$ cat config.mk
export PLATFORM = sky130hd
export DESIGN_NAME = branch_commit_ctrl
export DESIGN_NICKNAME = d
export VERILOG_FILES = /design/src/rtl/cb_types.sv /design/src/rtl/cpu_params.sv /design/src/rtl/branch_commit_ctrl.sv
export SDC_FILE = /design/constraint.sdc
export NUM_CORES = 1
export LEC_CHECK = 0
export BUFFER_PORTS_ARGS = -buffer_cell sky130_fd_sc_hd__buf_4
export CORE_ASPECT_RATIO = 0.9
export CORE_MARGIN = 5
export CORE_UTILIZATION = 34
export CTS_BUF_LIST = sky130_fd_sc_hd__clkbuf_4
export DETAILED_ROUTE_END_ITERATION = 16
export RECOVER_POWER = 100
export SLEW_MARGIN = 20
export SYNTH_ARGS = -nofsm -noshare
export SYNTH_HDL_FRONTEND = slang
export SYNTH_SLANG_ARGS = --single-unit
$ cat constraint.sdc
create_clock -name clk -period 3.15 [get_ports clk]
set_input_delay 0.63 -clock clk [delete_from_list [all_inputs] [get_ports clk]]
set_output_delay 0.63 -clock clk [all_outputs]
set_load 0.02 [all_outputs]
$ cat src/rtl/cb_types.sv
// Types shared between the control buffer and its commit-side consumer.
package cb_types;

    typedef enum logic [1:0] {
        RUN     = 2'd0,
        FLUSH   = 2'd1,
        RECOVER = 2'd2
    } bcc_state_t;

    localparam int PERF_W = 32;

endpackage

$ cat src/rtl/cpu_params.sv
// Core-wide sizing parameters shared by the backend blocks.
package cpu_params;

    localparam int ROB_IDX = 5;

endpackage

$ cat src/rtl/branch_commit_ctrl.sv
// Commit-side control-buffer consumer: gates branch retirement on a resolved CB entry,
// pops it on commit and sequences flush/redirect recovery after a mispredict.
//
// state   | meaning
// --------+-------------------------------------------------------------
// RUN     | normal retirement; branches wait for a matching resolved CB head
// FLUSH   | one-cycle flush + frontend redirect pulse
// RECOVER | commit blocked while the backend drains, RECOVER_CYCLES cycles
module branch_commit_ctrl
    import cb_types::*;
#(
    parameter int ROB_IDX        = cpu_params::ROB_IDX,
    parameter int RECOVER_CYCLES = 2
) (
    input  logic                clk,
    input  logic                rst,

    input  logic                head_valid,
    input  logic                head_done,
    input  logic                head_is_br,
    input  logic [ROB_IDX-1:0]  head_rob_id,
    output logic                commit_ok,

    input  logic                cb_valid,
    input  logic [ROB_IDX-1:0]  cb_rob_id,
    input  logic                cb_miss_predict,
    input  logic [31:0]         cb_target_address,
    output logic                cb_dequeue,

    output logic                flush,
    output logic                redirect_valid,
    output logic [31:0]         redirect_pc,

    output logic [PERF_W-1:0]   perf_br_commits,
    output logic [PERF_W-1:0]   perf_mispredicts
);

    localparam logic [3:0] RECOVER_LOAD = 4'(RECOVER_CYCLES - 1);

    bcc_state_t state, state_next;
    logic [3:0] rcnt, rcnt_next;
    logic       match;
    logic       br_commit;

    always_comb begin
        match     = head_valid & head_done & head_is_br & cb_valid
                    & (cb_rob_id == head_rob_id);
        br_commit = (state == RUN) & match;
    end

    always_comb begin
        state_next = state;
        rcnt_next  = rcnt;
        commit_ok  = 1'b0;
        cb_dequeue = 1'b0;
        unique case (state)
            RUN: begin
                if (head_is_br) begin
                    commit_ok  = match;
                    cb_dequeue = match;
                end else begin
                    commit_ok  = head_valid & head_done;
                end
                if (match & cb_miss_predict) begin
                    state_next = FLUSH;
                end
            end
            FLUSH: begin
                rcnt_next  = RECOVER_LOAD;
                state_next = RECOVER;
            end
            RECOVER: begin
                if (rcnt == 4'd0) begin
                    state_next = RUN;
                end else begin
                    rcnt_next = rcnt - 4'd1;
                end
            end
            default: state_next = RUN;
        endcase
    end

    always_ff @(posedge clk) begin
        if (rst) begin
            state            <= RUN;
            rcnt             <= 4'd0;
            redirect_pc      <= 32'd0;
            perf_br_commits  <= '0;
            perf_mispredicts <= '0;
        end else begin
            state <= state_next;
            rcnt  <= rcnt_next;
            if (br_commit) begin
                perf_br_commits <= perf_br_commits + PERF_W'(1);
            end
            if (br_commit & cb_miss_predict) begin
                perf_mispredicts <= perf_mispredicts + PERF_W'(1);
                redirect_pc      <= cb_target_address;
            end
        end
    end

    // Pulses come straight off the state register so the frontend sees no input-to-output path.
    always_comb begin
        flush          = (state == FLUSH);
        redirect_valid = (state == FLUSH);
    end

endmodule

==> reports/results.tsv <==
metric	value	unit
Max Cap Viol	0	
Final #Nets	747	
CTS Buffer Depth	2	
hold_ws	374	ps
Clock Skew	22.1	ps
IO Port Bufs	148	
kind of critical path	primary input to output port	
power density over the cells	378	mW/mm^2
Routed Antenna Nets	0	
share of the yosys chip area belonging to registers	45.7	%
Final Cycle Share	89.2	%
Core Util, Final	43.0	%
CTS root buffer	clkbuf_4	
peak supply drop	253	uV
WP data required	2520	ps
RSZ-0062 raised after global routing	false	
Multi-input gate area	0.00226	sq mm
area leader, netlist	dfxtp_1	
hold buffers post-CTS	0	
final worst path period need	2810	ps
Post-CTS Setup Inserts	0	
post-synthesis cell type count	40	
die width	131	microns
share of cells above drive strength 1	10.7	%
CTS buffer count	9	
cell area after layout	0.00550	sq mm
Ys Warns	0	
Initial Util	35.0	%
number of synthesized flops with an enable pin	0	
Setup WS post-layout	341	ps
via count	4384	
final setup violation count	0	
max frequency	356	MHz
DRC Markers	0	
Min-Delay Path Class	primary input to register	
pre-CTS WS	253	ps
WL/cell	14.5	microns
IO Pins	149	
H-tree Lvls	3	
Slew @ Worst Pin	1230	ps
startpoint types	primary input	
Die Ht	119	microns
Synth Cell Area	0.00447	sq mm
filler cell count	1400	
switching share of power	24.2	%
DP Wirelength	9160	microns
largest net degree at the start of global routing	68	
DRT iter0 DRCs	251	
Post-Syn Area per Cell	8.15	sq um
TritonCTS sink count	102	
crit path DAT	2180	ps
Mapped Cells	549	
Setup Total Neg Slack	0	ps
NetSw	503	uW
Worst Setup End Kind	output port	
initial antenna violation count	1	
share of total power in combinational logic	5.2	%
Hold Fails Final Rpt	0	
Mapped Nets	601	
Placed Area	0.00578	sq mm
WL final	12500	microns
crit path max fanout	7	
internal power contribution	1580	uW
Via-to-Cell Ratio	5.08	
Yosys top cell area share	45.7	%
first-pass GRT wire length	19900	microns
Synth area leaders	dfxtp_1 (46%), nand2_1 (7.5%), a21oi_1 (7.4%)	
worst-skew pair later-pin latency	480	ps
cts repair resizes	0	
routability cong.	0.841	
Post-synth ARST share	0	%
register area	0.00204	sq mm
power share of the clock group	32.7	%
Total GRT Usage	15.8	%
core area	0.0128	sq mm
FP Rows	39	
count of pins over their slew limit	0	
Die ar.	0.0155	sq mm
Worst-path clk slew	160	ps
Overflow after GRT	0	
Pleak	0.00177	uW
Slew headroom	16.6	%
vias in the first global route	3900	
CTS tree	yes	
share of power burned in registers	62.1	%
Primary FF master, synth	dfxtp_1	
area delta synth->final	22.9	%
register bit total from synthesis	102	
status	finished, final reports clean	
Pre-Repair DR Iteration Count	4	
==> layout make-up <==
class | count | share of cell area (%)
timing repair buffer | 162 | 14.7
tap | 164 | 3.73
inverter | 13 | 0.888
clock inverter | 5 | 1.14
sequential | 102 | 37.2
antenna | 1 | 0.0455
multi-input combinational | 407 | 41.2
clock buffer | 9 | 1.23
==> cell usage in the layout, fill, tap and decap left out, drive strengths merged, types with 2 or more instances in the layout <==
cell type,instances
nand3,24
buf,51
inv,13
xnor2,20
and3,5
o31ai,3
clkinv,2
and4,10
mux2,4
nor2,44
nor2b,5
xor2,16
a21oi,66
dfxtp,102
clkbuf,120
nand4,25
nor4,13
clkinvlp,2
or3,29
o21ai,27
ha,3
nor3,7
and2,2
or4,4
nand2,89
==> critical path, stage by stage <==
cell and delay [ps]:
clkbuf_4 110, xor2_1 180, or4_1 700, o22a_1 230, nor2_1 80, clkbuf_1 240
==> metal layers <==
layer | vias to the layer above | global-route usage [%] | share of wire [%]
li1 | 2228 | - | -
met1 | 2044 | 20.6 | 43
met2 | 100 | 25.1 | 49
met3 | 12 | 5.23 | 7.1
met4 | 0 | 4.18 | 1.0
met5 | - | 0 | 0
==> power groups by stage <==
stage | Clock [uW] | Sequential [uW] | Combinational, uW
after floorplan | 0 | 1320 | 42.5
after global placement | 0 | 1320 | 112
after global routing | 766 | 1290 | 118
final | 679 | 1290 | 109
after detailed placement | 0 | 1320 | 113
after CTS | 710 | 1290 | 113
==> Yosys cell counts (2+ instances only) <==
cell	instances
mux2_2	4
o31ai_1	3
o21ai_0	27
or4_1	4
ha_1	3
a21oi_1	66
and4_1	10
nor4_1	12
and2_1	2
nor3_1	7
nand3_1	24
and3_1	5
or3_1	28
nand4_1	24
nor2b_1	5
xor2_1	16
xnor2_1	20
clkbuf_1	23
dfxtp_1	102
inv_1	13
nor2_1	44
nand2_1	89
==> registers in the layout, summed over array words and instances (netlist names) <==
register / cells
redirect_pc: 32
rcnt: 4
perf_mispredicts: 32
state: 2
perf_br_commits: 32
==> kinds of logic after synthesis <==
logic type	synth area share (%)
compound gates	12.2
xor+xnor	7.05
fa+ha+maj	0.839
buf+inv	3.64
flops	45.7
mux	1.01
simple gates	29.6
==> metrics by stage <==
step | std cells | power (uW)
final | 863 | 2080
after global routing | 863 | 2180
after CTS | 862 | 2120
after detailed placement | 848 | 1430
after global placement | 848 | 1430
after floorplan | 549 | 1360
==> final timing paths <==
| kind | slack (ps) | end | startpoint | cells after the start |
|---|---|---|---|---|
| worst max-delay path | 340 | commit_ok | head_rob_id[2] | 6 |
| worst min-delay path | 370 | redirect_pc[28] | cb_target_address[28] | 3 |
| worst max register to register | 700 | perf_mispredicts[27] | state[1] | 7 |
| worst min register to register | 470 | redirect_pc[1] | redirect_pc[1] | 2 |
Note: power is estimated with default switching activity, not from simulation.
